`config.mk`:
```
export PLATFORM = sky130hd
export DESIGN_NAME = muldiv_unit
export DESIGN_NICKNAME = d
export VERILOG_FILES = /design/src/rtl/muldiv_unit_pkg.sv /design/src/rtl/muldiv_unit.sv
export SDC_FILE = /design/constraint.sdc
export NUM_CORES = 1
export LEC_CHECK = 0
export BUFFER_PORTS_ARGS = -buffer_cell sky130_fd_sc_hd__buf_2
export CAP_MARGIN = 20
export CORE_ASPECT_RATIO = 0.6
export CORE_MARGIN = 5
export CORE_UTILIZATION = 52
export CTS_CLUSTER_SIZE = 10
export DETAILED_ROUTE_END_ITERATION = 10
export PLACE_DENSITY_LB_ADDON = 0.12
export SLEW_MARGIN = 30
export SYNTH_ARGS = -nofsm -noshare
export SYNTH_HDL_FRONTEND = slang
export SYNTH_SLANG_ARGS = --single-unit
```
`constraint.sdc`:
```
create_clock -name clk -period 12.05 [get_ports clk]
set_clock_uncertainty 0.2 [all_clocks]
set_input_delay 2.41 -clock clk [delete_from_list [all_inputs] [get_ports clk]]
set_output_delay 2.41 -clock clk [all_outputs]
set_load 0.02 [all_outputs]
```
`src/rtl/muldiv_unit_pkg.sv`:
```
// Shared definitions for the RV32M iterative multiply/divide unit:
// funct3/funct7 encodings and the controller state type.
package muldiv_unit_pkg;

  localparam logic [6:0] FUNCT7_MULDIV = 7'b0000001;

  localparam logic [2:0] FUNCT3_MUL    = 3'b000;
  localparam logic [2:0] FUNCT3_MULH   = 3'b001;
  localparam logic [2:0] FUNCT3_MULHSU = 3'b010;
  localparam logic [2:0] FUNCT3_MULHU  = 3'b011;
  localparam logic [2:0] FUNCT3_DIV    = 3'b100;
  localparam logic [2:0] FUNCT3_DIVU   = 3'b101;
  localparam logic [2:0] FUNCT3_REM    = 3'b110;
  localparam logic [2:0] FUNCT3_REMU   = 3'b111;

  typedef enum logic [1:0] {
    IDLE = 2'd0,
    BUSY = 2'd1,
    DONE = 2'd2
  } muldiv_state_t;

  // All divide-class ops share funct3[2]; remainders also set funct3[1].
  function automatic logic f3_is_div(logic [2:0] f3);
    return f3[2];
  endfunction

  function automatic logic f3_is_rem(logic [2:0] f3);
    return f3[2] & f3[1];
  endfunction

endpackage

```
`src/rtl/muldiv_unit.sv`:
```
// Iterative RV32M execute unit: one bit per cycle shift-add multiply and
// restoring divide on magnitudes, with sign fix-up around the core.
//
// state | meaning
// IDLE  | waiting for start
// BUSY  | iterating, counter XLEN-1 down to 0
// DONE  | result valid for one cycle; a new start may be accepted
module muldiv_unit
  import muldiv_unit_pkg::*;
#(
  parameter int XLEN  = 32,
  parameter int CNT_W = 6
) (
  input  logic            clk,
  input  logic            rst,
  input  logic            start,
  input  logic            kill,
  input  logic [2:0]      funct3,
  input  logic [XLEN-1:0] op_a,
  input  logic [XLEN-1:0] op_b,
  output logic            busy,
  output logic            done,
  output logic [XLEN-1:0] result
);

  localparam logic [XLEN-1:0] INT_MIN = {1'b1, {(XLEN-1){1'b0}}};

  muldiv_state_t state, state_n;

  logic [2:0]        f3_reg;
  logic              neg_reg;
  logic [XLEN-1:0]   a_reg;
  logic [XLEN-1:0]   b_reg;
  logic [2*XLEN-1:0] acc;
  logic [CNT_W-1:0]  cnt;

  logic            accept;
  logic            a_signed, b_signed;
  logic            neg_a, neg_b, neg_res;
  logic [XLEN-1:0] a_abs, b_abs;
  logic            div_zero, overflow, special;
  logic [XLEN-1:0] special_res;

  logic [XLEN:0]     mul_sum;
  logic [2*XLEN-1:0] mul_next;
  logic [XLEN:0]     div_trial, div_diff;
  logic              div_ge;
  logic [XLEN-1:0]   div_rem;
  logic [2*XLEN-1:0] div_next;
  logic [2*XLEN-1:0] acc_next;
  logic [2*XLEN-1:0] prod_fix;
  logic [XLEN-1:0]   quo_fix, rem_fix;
  logic [XLEN-1:0]   final_res;

  assign accept = start && !kill && (state != BUSY);

  // Operand pre-processing: magnitudes for signed positions, sign of result.
  always_comb begin
    a_signed = (funct3 == FUNCT3_MULH) || (funct3 == FUNCT3_MULHSU) ||
               (funct3 == FUNCT3_DIV)  || (funct3 == FUNCT3_REM);
    b_signed = (funct3 == FUNCT3_MULH) || (funct3 == FUNCT3_DIV) ||
               (funct3 == FUNCT3_REM);
    neg_a    = a_signed & op_a[XLEN-1];
    neg_b    = b_signed & op_b[XLEN-1];
    a_abs    = neg_a ? (~op_a + 1'b1) : op_a;
    b_abs    = neg_b ? (~op_b + 1'b1) : op_b;
    neg_res  = f3_is_rem(funct3) ? neg_a : (neg_a ^ neg_b);
  end

  always_comb begin
    div_zero = f3_is_div(funct3) && (op_b == '0);
    overflow = ((funct3 == FUNCT3_DIV) || (funct3 == FUNCT3_REM)) &&
               (op_a == INT_MIN) && (op_b == '1);
    special  = div_zero | overflow;
    special_res = '0;
    if (div_zero)
      special_res = funct3[1] ? op_a : '1;
    else if (overflow)
      special_res = funct3[1] ? '0 : INT_MIN;
  end

  // One iteration step of either algorithm; acc holds {hi, lo} halves.
  always_comb begin
    mul_sum   = {1'b0, acc[2*XLEN-1:XLEN]} + {1'b0, (acc[0] ? a_reg : '0)};
    mul_next  = {mul_sum, acc[XLEN-1:1]};
    div_trial = acc[2*XLEN-1:XLEN-1];
    div_diff  = div_trial - {1'b0, b_reg};
    div_ge    = ~div_diff[XLEN];
    div_rem   = div_ge ? div_diff[XLEN-1:0] : div_trial[XLEN-1:0];
    div_next  = {div_rem, acc[XLEN-2:0], div_ge};
    acc_next  = f3_is_div(f3_reg) ? div_next : mul_next;
  end

  // Sign fix-up on the value the final iteration produces.
  always_comb begin
    prod_fix = neg_reg ? (~acc_next + 1'b1) : acc_next;
    quo_fix  = neg_reg ? (~acc_next[XLEN-1:0] + 1'b1) : acc_next[XLEN-1:0];
    rem_fix  = neg_reg ? (~acc_next[2*XLEN-1:XLEN] + 1'b1) : acc_next[2*XLEN-1:XLEN];
    case (f3_reg)
      FUNCT3_MUL:                              final_res = prod_fix[XLEN-1:0];
      FUNCT3_MULH, FUNCT3_MULHSU, FUNCT3_MULHU: final_res = prod_fix[2*XLEN-1:XLEN];
      FUNCT3_DIV, FUNCT3_DIVU:                 final_res = quo_fix;
      default:                                 final_res = rem_fix;
    endcase
  end

  always_ff @(posedge clk or posedge rst) begin
    if (rst) state <= IDLE;
    else     state <= state_n;
  end

  always_comb begin
    state_n = state;
    case (state)
      IDLE, DONE: begin
        if (kill)       state_n = IDLE;
        else if (start) state_n = special ? DONE : BUSY;
        else            state_n = IDLE;
      end
      BUSY: begin
        if (kill)            state_n = IDLE;
        else if (cnt == '0)  state_n = DONE;
      end
      default: state_n = IDLE;
    endcase
  end

  always_ff @(posedge clk or posedge rst) begin
    if (rst) begin
      f3_reg  <= '0;
      neg_reg <= 1'b0;
      a_reg   <= '0;
      b_reg   <= '0;
      acc     <= '0;
      cnt     <= '0;
      result  <= '0;
    end else if (accept) begin
      f3_reg  <= funct3;
      neg_reg <= neg_res;
      a_reg   <= a_abs;
      b_reg   <= b_abs;
      cnt     <= CNT_W'(XLEN-1);
      // Multiplier shifts out of the low half; dividend shifts out likewise.
      acc     <= f3_is_div(funct3) ? {{XLEN{1'b0}}, a_abs} : {{XLEN{1'b0}}, b_abs};
      if (special)
        result <= special_res;
    end else if (state == BUSY && !kill) begin
      acc <= acc_next;
      cnt <= cnt - CNT_W'(1);
      if (cnt == '0)
        result <= final_res;
    end
  end

  assign busy = (state == BUSY);
  assign done = (state == DONE);

endmodule

```
; Word-level counts from Yosys, hierarchy flattened
; Index checks and enable logic that the tools add are counted.
[word_totals]
reg_bits = 172
latchBits = 0
romBits = 0
ramBits = 0
memories = 0
out_inout_bits = 34
[op_classes]
mul = 0
n_div = 0
n_bitwise = 11
order_cmp = 0
n_addsub = 8
mux = 29
shift = 0
eq_ne = 16
reduce_logical = 23
[ops]
columns = operator, n
row1 = 32-bit two-way mux, 15
row2 = 64-bit two-way mux, 4
row3 = "32-bit by 1-bit adder with 32-bit output, second input constant", 4
row4 = 32-bit inverter, 4
row5 = 32-bit case mux with 3 select lines, 1
row6 = "64-bit by 1-bit adder with 64-bit output, second input constant", 1
row7 = "32-bit == test, second input constant", 2
row8 = 64-bit inverter, 1
row9 = 32-bit by 32-bit adder with 33-bit output, 1
row10 = 33-bit by 32-bit subtractor with 33-bit output, 1
row11 = 32-bit zero test, 1
row12 = "3-bit == test, second input constant", 4
row13 = 6-bit two-way mux, 2
row14 = 2-bit two-way mux, 5
row15 = "3-bit by 2-bit == test with 1-bit output, second input constant", 3
row16 = "3-bit by 1-bit == test with 1-bit output, second input constant", 2
row17 = 1-bit logical AND, 6
row18 = 6-bit zero test, 1
row19 = 1-bit logical OR, 6
row20 = "6-bit by 1-bit subtractor with 6-bit output, second input constant", 1
row21 = "2-bit by 1-bit != test with 1-bit output, second input constant", 2
row22 = 2-bit case mux with 2 select lines, 1
row23 = 2-bit nonzero test, 2
row24 = 2-bit OR reduction, 2
row25 = other kinds (13), 15

; Depth between registers and ports, before layout
; Gate-level depths: netlist (run 1).
[depth]
word_depth = 10
ltp_mapped = 25
depth_no_buf = 21

; Least setup slack after synthesis (run 1)
; Ideal clock, no wire load.
[synth_timing]
kind = input port to flip-flop
start = input op_b[15]
end = register result[11]
setup_ns = 0.126
path_buffers = 1
required_ns = 11.724
stages = 10
t_arrival_ns = 4.975
setup_slack_ns = 6.748
cell_sequence = or3_1 > or3_1 > nor4_1 > nand3_1 > nor2_1 > nor2_1 > nor2_1 > nor2_1 > clkbuf_1 > a221o_1
[synth_between]
elab_chain_cells = 6
word_cells_on_any_way = 11
[synth_rtl]
columns = element, line
row1 = from (decl), muldiv_unit.sv:20  ; input logic [XLEN-1:0] op_b,
row2 = 32-bit == test, muldiv_unit.sv:73  ; (op_a == INT_MIN) && (op_b == '1);
row3 = 1-bit logical AND, muldiv_unit.sv:73
row4 = 32-bit two-way mux, muldiv_unit.sv:78  ; else if (overflow)
row5 = 32-bit two-way mux, muldiv_unit.sv:76  ; if (div_zero)
row6 = 32-bit two-way mux, muldiv_unit.sv:145  ; if (special)
row7 = 32-bit two-way mux, muldiv_unit.sv:137  ; end else if (accept) begin
row8 = to (signal assigned), muldiv_unit.sv:146  ; result <= special_res;
row9 = to (signal assigned), muldiv_unit.sv:151  ; result <= final_res;
row10 = to (decl), muldiv_unit.sv:23  ; output logic [XLEN-1:0] result
; Several ways; a longest one is shown, not always the timed one. The select of a mux whose other input is x is not followed.
; A chain may end at the register's enable or synchronous reset.

; Worst setup path in the final report (run 1)
[layout_timing]
start = register acc[31]
end = register result[26]
[layout_between]
elab_chain_cells = 10
word_cells_on_any_way = 17
[layout_rtl]
columns = element, line
row1 = from (decl), muldiv_unit.sv:34  ; logic [2*XLEN-1:0] acc;
row2 = from (signal assigned), muldiv_unit.sv:144  ; acc <= f3_is_div(funct3) ? {{XLEN{1'b0}}, a_abs} : {{XLEN{1'b0}}, b_abs};
row3 = from (signal assigned), muldiv_unit.sv:148  ; acc <= acc_next;
row4 = 33-bit by 32-bit subtractor with 33-bit output, muldiv_unit.sv:87  ; div_diff = div_trial - {1'b0, b_reg};
row5 = 32-bit two-way mux or 1-bit inverter (tied branches), "muldiv_unit.sv:89, muldiv_unit.sv:88"
row6 = 64-bit two-way mux (*), muldiv_unit.sv:91  ; acc_next = f3_is_div(f3_reg) ? div_next : mul_next;
row7 = 64-bit inverter (tied with other cells), muldiv_unit.sv:96  ; prod_fix = neg_reg ? (~acc_next + 1'b1) : acc_next;
row8 = 64-bit by 1-bit adder with 64-bit output (tied with other cells), muldiv_unit.sv:96
row9 = 64-bit two-way mux (tied with other cells), muldiv_unit.sv:96
row10 = 32-bit case mux with 3 select lines (*), muldiv_unit.sv:99  ; case (f3_reg)
row11 = 32-bit two-way mux (*), muldiv_unit.sv:150  ; if (cnt == '0)
row12 = 32-bit two-way mux (*), muldiv_unit.sv:147  ; end else if (state == BUSY && !kill) begin
row13 = 32-bit two-way mux (*), muldiv_unit.sv:137
; Mark *: on every way between the ends. The rest lies on a longest branch, timed or not. The select of a mux whose other input is x is not followed.

==> results.md, run 1 <==
- Status: finished, final reports clean
- CP Class: flop to flop
- Most flops, register: acc
- Max reg flops: 64
- Hold Fails Final Rpt: 0
- WP buf/inv: 5
- First-pass GRT wire length: 107,600 um
- HP Class: flop to flop
- Total clock sinks: 172
- Clock Pin Slew Worst Setup and Hold Paths: 0.08 ns
- Synth area leader: dfrtp_1
- Starting Density: 0.5260
- Fillers: 3,142
- Synth async-reset ratio: 1.000
- Critical Path AT: 6.40 ns
- Post-synth EDFFs: 0
- CTS tree: yes
- Avg Cell Area, Syn: 7.559 sq um
- R2R cell count: 23
- VDD IR max: 119.1 uV
- Post-CTS Setup Inserts: 0
- Share of layout cells above drive strength 1: 0.1091
- Port bufs: 104
- Clk buf depth: 2
- Iter 0 DRT Violations: 2,693
- Layout net count: 2,414
- Worst-Margin Slew: 1.025 ns
- Worst hold stages: 2
- Post-CTS sizing: 0
- Hold_ws: 0.2821 ns
- Number of global-route vias before repair: 16,700
- Clock insertion delay at the later pin of the skew report: 0.46 ns
- Tot GR Track Use: 0.3910
- FF-to-FF Start: acc[31]
- Core area: 0.03235 sq mm
- Main synth FF type: dfrtp_1
- Crit path launch type: flop
- FP Rows: 51
- Synth area leaders: dfrtp_1 (25%), o21ai_0 (7.1%), nand2_1 (6.3%)
- Hold EP: b_reg[2]
- Layout area overhead: 8.000%
- Ports: 105
- Crit path cell chain: inv_1 -> ha_1 -> inv_1 -> fa_1 -> nand3_1 -> a21oi_1 -> o2111ai_1 -> a21o_1 -> a211o_1 -> buf_4 -> nor2_1 -> a21oi_1 -> a21oi_1 -> inv_1 -> ha_1 -> o31ai_1 -> buf_4 -> or4_1 -> or4_4 -> o31ai_4 -> xor2_1 -> a221oi_1 -> o21ai_1
- CP Max Fanout: 37
- Min-delay src: b_reg[2]
- Horiz. Die Dim: 243.5 um
- Yosys warns: 0
- Routed length per instance: 27.29 um
- Final TNS setup: 0 ns
- Required time of the worst setup path: 12.19 ns
- Worst-path cell with the longest stage delay: or4_1
- Crit share post-route: 0.5194
- Root Driver: clkbuf_16
- DRC viols: 0
- Htree depth: 4
- Pwr per Cell Area: 203.3 mW/mm^2
- CP endpoint kind: flop
- Vias per cell: 6.830
- RSZ-0062 raised after global routing: no
- Top cell type's share of synthesized area: 0.2529
- Post-synthesis net count: 2,395
- Gr ovfl total: 0
- Hold buffers post-CTS: 0
- Register bit total from synthesis: 172
- Largest net degree at the start of global routing: 90
- Gp weighted congestion: 1.014
- Count leader, synth: nand2_1
- Antenna Nets Post-Route: 0
- Initial antenna violation count: 2
- R2r setup slk: 5.79 ns
- Max Freq: 0.1598 GHz
- Num CTS Buffers: 17
- Dpl hpwl: 58,080 um
- Via count: 18,500
- Detailed Routing Iterations Pass 1: 8
- Unique masters post-synth: 104
- Rel. slew slack: 0.2975
- Die Y: 150.1 um
- Final Max Tran Viols: 0
- Synth top cells by count: nand2_1 (284), o21ai_0 (242), dfrtp_1 (172), a21oi_1 (166), nor2_1 (156)
- Layout Utilization: 0.5680
- Lkg Pwr: 0.007894 uW
- Final setup vio count: 0
- Post-Syn Instances: 2,251
- Min Tclk post-route: 6.259 ns
- DIE AREA: 0.03656 sq mm
- DRT Wirelength: 73,890 um
- Worst reg2reg endpoint: result[26]
- Synth Cell Area: 0.01702 sq mm
- Total of max-cap violations: 0
- Crit-path leading delay family: compound AO/OA/AOI/OAI gates
- Sequential element share of the synthesized area: 0.2529
- CP peak stage delay: 0.59 ns
-- logic make-up (layout without fill, tap and decap cells) --
family                     Yosys count  count (layout)  share of synthesized area
adders and majority gates           73              73                    0.05456
and+or+nand+nor                    819             819                     0.2359
DFF                                172             172                     0.2529
AOI/OAI and AO/OA                  750             750                     0.2832
buffers and inverters              205             237                    0.04816
other                                0               1                          0
muxes                               61              61                    0.03728
xor gates and xnor gates           171             171                    0.08801
-- cells in the final DEF (no fill, tap or decap), drive strengths merged, types with 8 or more instances in the layout --
cell type and n:
o211ai 21, a221oi 8, nor2 157, and4 8, o221ai 19, nor2b 12
clkbuf 18, buf 139, nand2 284, xor2 81, or3 21, mux2 13
o31ai 34, a31o 9, or4 12, o21bai 8, xnor2 90, dfrtp 172
a211oi 26, inv 74, o21ai 255, a21o 40, a21oi 169, a31oi 33
a21boi 16, o21a 17, and2 47, nor4 17, mux2i 48, nand3 88
nand2b 29, a211o 10, o22ai 11, nand4 28, ha 71, or2 11
nor3 56, and3 28, o41ai 11
-- metrics by stage --
step           total power [uW]  worst slack, ns  instance area, sq um  instances
2_1_floorplan              2314            4.780                 17020       2251
3_3_place_gp               3029            5.668                 17800       2675
3_5_place_dp               3046            5.698                 17810       2675
4_1_cts                    3619            5.915                 18370       2707
5_1_grt                    3889            5.592                 18380       2708
6_report                   3736            5.791                 18380       2708
-- where the power goes --
part | leakage (uW) | switching, uW | internal [uW] | total (uW)
Combinational | 0.00545 | 1550 | 767 | 2320
Sequential | 0.00217 | 152 | 693 | 845
Clock | 0.000276 | 294 | 279 | 573
-- area by class of cell --
class	count	area [sq um]	area share
Multi-Input combinational cell	1874	11930	0.6492
Tap cell	424	530.5	0.02887
Antenna cell	1	2.502	0.0001362
Sequential cell	172	4310	0.2345
Timing Repair Buffer	139	785.8	0.04276
Inverter	66	252.7	0.01375
Clock inverter	14	126.4	0.006876
Clock buffer	18	439.2	0.02390
-- worst register-to-register path, cell delays in order (launching register included) --
cell and delay (ns):
dfrtp_1 0.52, inv_1 0.16, ha_1 0.19, inv_1 0.06, fa_1 0.42, nand3_1 0.12, a21oi_1 0.11, o2111ai_1 0.44
a21o_1 0.30, a211o_1 0.16, buf_4 0.45, nor2_1 0.10, a21oi_1 0.27, a21oi_1 0.18, inv_1 0.11, ha_1 0.23
o31ai_1 0.11, buf_4 0.18, or4_1 0.59, or4_4 0.53, o31ai_4 0.20, xor2_1 0.10, a221oi_1 0.29, o21ai_1 0.11
-- worst max path at each step --
stage | cells after the start | start | to
global route | 14 | op_b[6] | result[31]
global placement | 10 | kill | result[25]
CTS | 23 | acc[31] | result[26]
floorplan | 1 | rst | a_reg[0]
finish | 23 | acc[31] | result[26]
detailed placement | 14 | op_b[6] | result[31]
-- per-layer routing --
layer | wire [um] | global-route usage
met1 | 32670 | 0.5800
met3 | 11470 | 0.1730
met5 | 141 | 0.02540
met4 | 2175 | 0.1026
met2 | 27430 | 0.5073
Note: power is estimated with default switching activity, not from simulation.
==> run 2, diff against run 1 <==
==> constraint.sdc (replaced) <==
create_clock -name clk -period 6.5 [get_ports clk]
set_clock_uncertainty 0.2 [all_clocks]
set_input_delay 1.3 -clock clk [delete_from_list [all_inputs] [get_ports clk]]
set_output_delay 1.3 -clock clk [all_outputs]
set_load 0.02 [all_outputs]
==> run 2 against run 1 <==
Sequential power increased by 89%. Routed wire length increased by 2.7%. Cell count increased by 0.78%. Total power increased by 91%. Hold slack got worse by 0.0024 ns. Critical path depth decreased by 5. Critical endpoint is now result[2]. Flip-flop and latch count unchanged. Sequential share of layout area decreased by 0.28 points.
==> results.md, run 2 (synthesized netlist as in run 1, its figures left out) <==
- Initial antenna violation count: 1
- Clock insertion delay at the later pin of the skew report: 0.47 ns
- Fillers: 3,023
- Num CTS Buffers: 17
- Tot GR Track Use: 0.4020
- FP Rows: 51
- Layout area overhead: 9.316%
- Post-CTS Setup Inserts: 0
- Critical Path AT: 6.17 ns
- CP endpoint kind: flop
- Crit path launch type: flop
- Die Y: 150.1 um
- Min Tclk post-route: 6.048 ns
- Clk buf depth: 2
- DIE AREA: 0.03656 sq mm
- Routed length per instance: 27.82 um
- Port bufs: 104
- CP peak stage delay: 0.62 ns
- Starting Density: 0.5260
- Cell area after layout: 0.01860 sq mm
- Total clock sinks: 172
- Rel. slew slack: 0.3149
- Final setup vio count: 0
- Status: finished, final reports clean
- Gp weighted congestion: 1.072
- Clock Pin Slew Worst Setup and Hold Paths: 0.08 ns
- Most common cell after layout, fill and taps aside: nand2_1
- Antenna Nets Post-Route: 0
- Iter 0 DRT Violations: 3,115
- Final TNS setup: 0 ns
- Largest net degree at the start of global routing: 173
- DRT Wirelength: 75,910 um
- Core area: 0.03235 sq mm
- Hold Fails Final Rpt: 0
- HP Class: flop to flop
- Number of global-route vias before repair: 16,570
- CTS tree: yes
- Worst-path cell with the longest stage delay: or4_1
- Required time of the worst setup path: 6.62 ns
- Ports: 105
- Vias per cell: 6.862
- Horiz. Die Dim: 243.5 um
- Dpl hpwl: 60,040 um
- Max reg flops: 64
- Lkg Pwr: 0.008016 uW
- First-pass GRT wire length: 109,800 um
- Dpl cell area: 0.01798 sq mm
- VDD IR max: 234.2 uV
- Crit path cell chain: inv_1 -> ha_1 -> a21oi_1 -> o211ai_1 -> a311oi_1 -> a21o_1 -> a2111oi_4 -> a21oi_1 -> ha_1 -> o211ai_1 -> or4_1 -> or3_1 -> or2_2 -> o21ai_0 -> xnor2_1 -> o22ai_1 -> o21ai_0 -> a31oi_1
- Share of layout cells above drive strength 1: 0.1163
- DRC viols: 0
- Root Driver: clkbuf_16
- CP Max Fanout: 15
- Post-CTS sizing: 0
- Most flops, register: acc
- Most frequent cells in the layout: nand2_1 (284), o21ai_0 (241), dfrtp_1 (170)
- Gr ovfl total: 0
- RSZ-0062 raised after global routing: no
- Max Freq: 0.1654 GHz
- Layout net count: 2,435
- Worst-Margin Slew: 1.017 ns
- Total of max-cap violations: 0
- Detailed Routing Iterations Pass 1: 6
- Final Max Tran Viols: 0
- Htree depth: 4
- CP Class: flop to flop
- Crit share post-route: 0.9304
- Pwr per Cell Area: 383.7 mW/mm^2
- Total chip power: 7137 uW
- Hold_ws: 0.2797 ns
- Hold buffers post-CTS: 0
- Via count: 18,730
run 2: cell types whose count changed in the layout (fill, tap and decap cells not counted), moves of 2 or more:
cell        delta
dfrtp_2        -2
clkinvlp_4     -2
clkinv_8       +3
buf_12         +2
buf_4         +17
run 2: layer usage:
layer | GRT usage | routed length, um | part of all wire
met1 | 0.5884 | 32420 | 0.43
met2 | 0.5200 | 27910 | 0.37
met3 | 0.1895 | 13130 | 0.17
met4 | 0.1153 | 2444 | 0.032
met5 | 0 | 0 | 0
run 2: layout make-up:
| type | count | area [sq um] | area share |
|---|---|---|---|
| multi-input cells | 1874 | 11930 | 0.6411 |
| flip-flops and latches | 172 | 4312 | 0.2318 |
| repair buffers | 160 | 985.9 | 0.05300 |
| well taps | 424 | 530.5 | 0.02852 |
| clock buffers | 17 | 425.4 | 0.02287 |
| inverters | 66 | 252.7 | 0.01359 |
| clock inverters | 15 | 166.4 | 0.008946 |
| diodes | 1 | 2.502 | 0.0001345 |
run 2: per-stage QoR:
stage                     worst slack, ns  std cells  utilization
after global routing               0.1610       2729       0.5750
after CTS                          0.6400       2727       0.5740
after floorplan                    0.3399       2251            -
after global placement             0.8060       2695       0.5555
after detailed placement           0.6757       2695       0.5557
final                              0.4524       2729       0.5750
run 2: path summary, 6_finish.rpt:
| kind | start | to | slack [ns] | depth (start not counted) |
|---|---|---|---|---|
| max reg2reg | b_reg[11] | result[2] | 0.45 | 18 |
| min reg2reg | a_reg[5] | a_reg[5] | 0.28 | 2 |
| max in group asynchronous | rst | acc[37] | 4.46 | 4 |
| max | b_reg[11] | result[2] | 0.45 | 18 |
| min | a_reg[5] | a_reg[5] | 0.28 | 2 |
| min in group asynchronous | rst | b_reg[21] | 0.67 | 3 |
run 2: where the power goes:
part,switching (uW),internal [uW]
combinational,2970,1480
clock,566,520
sequential,315,1280
total,3850,3280
run 2: worst max-delay path, delay by kind of cell (launching register included):
kind	cells	cell delay, ns
AOI/OAI and AO/OA	11	2.74
buffers and inverters	1	0.27
and+or+nand+nor	3	1.47
xor gates and xnor gates	1	0.15
DFF	1	0.36
adders and majority gates	2	0.66
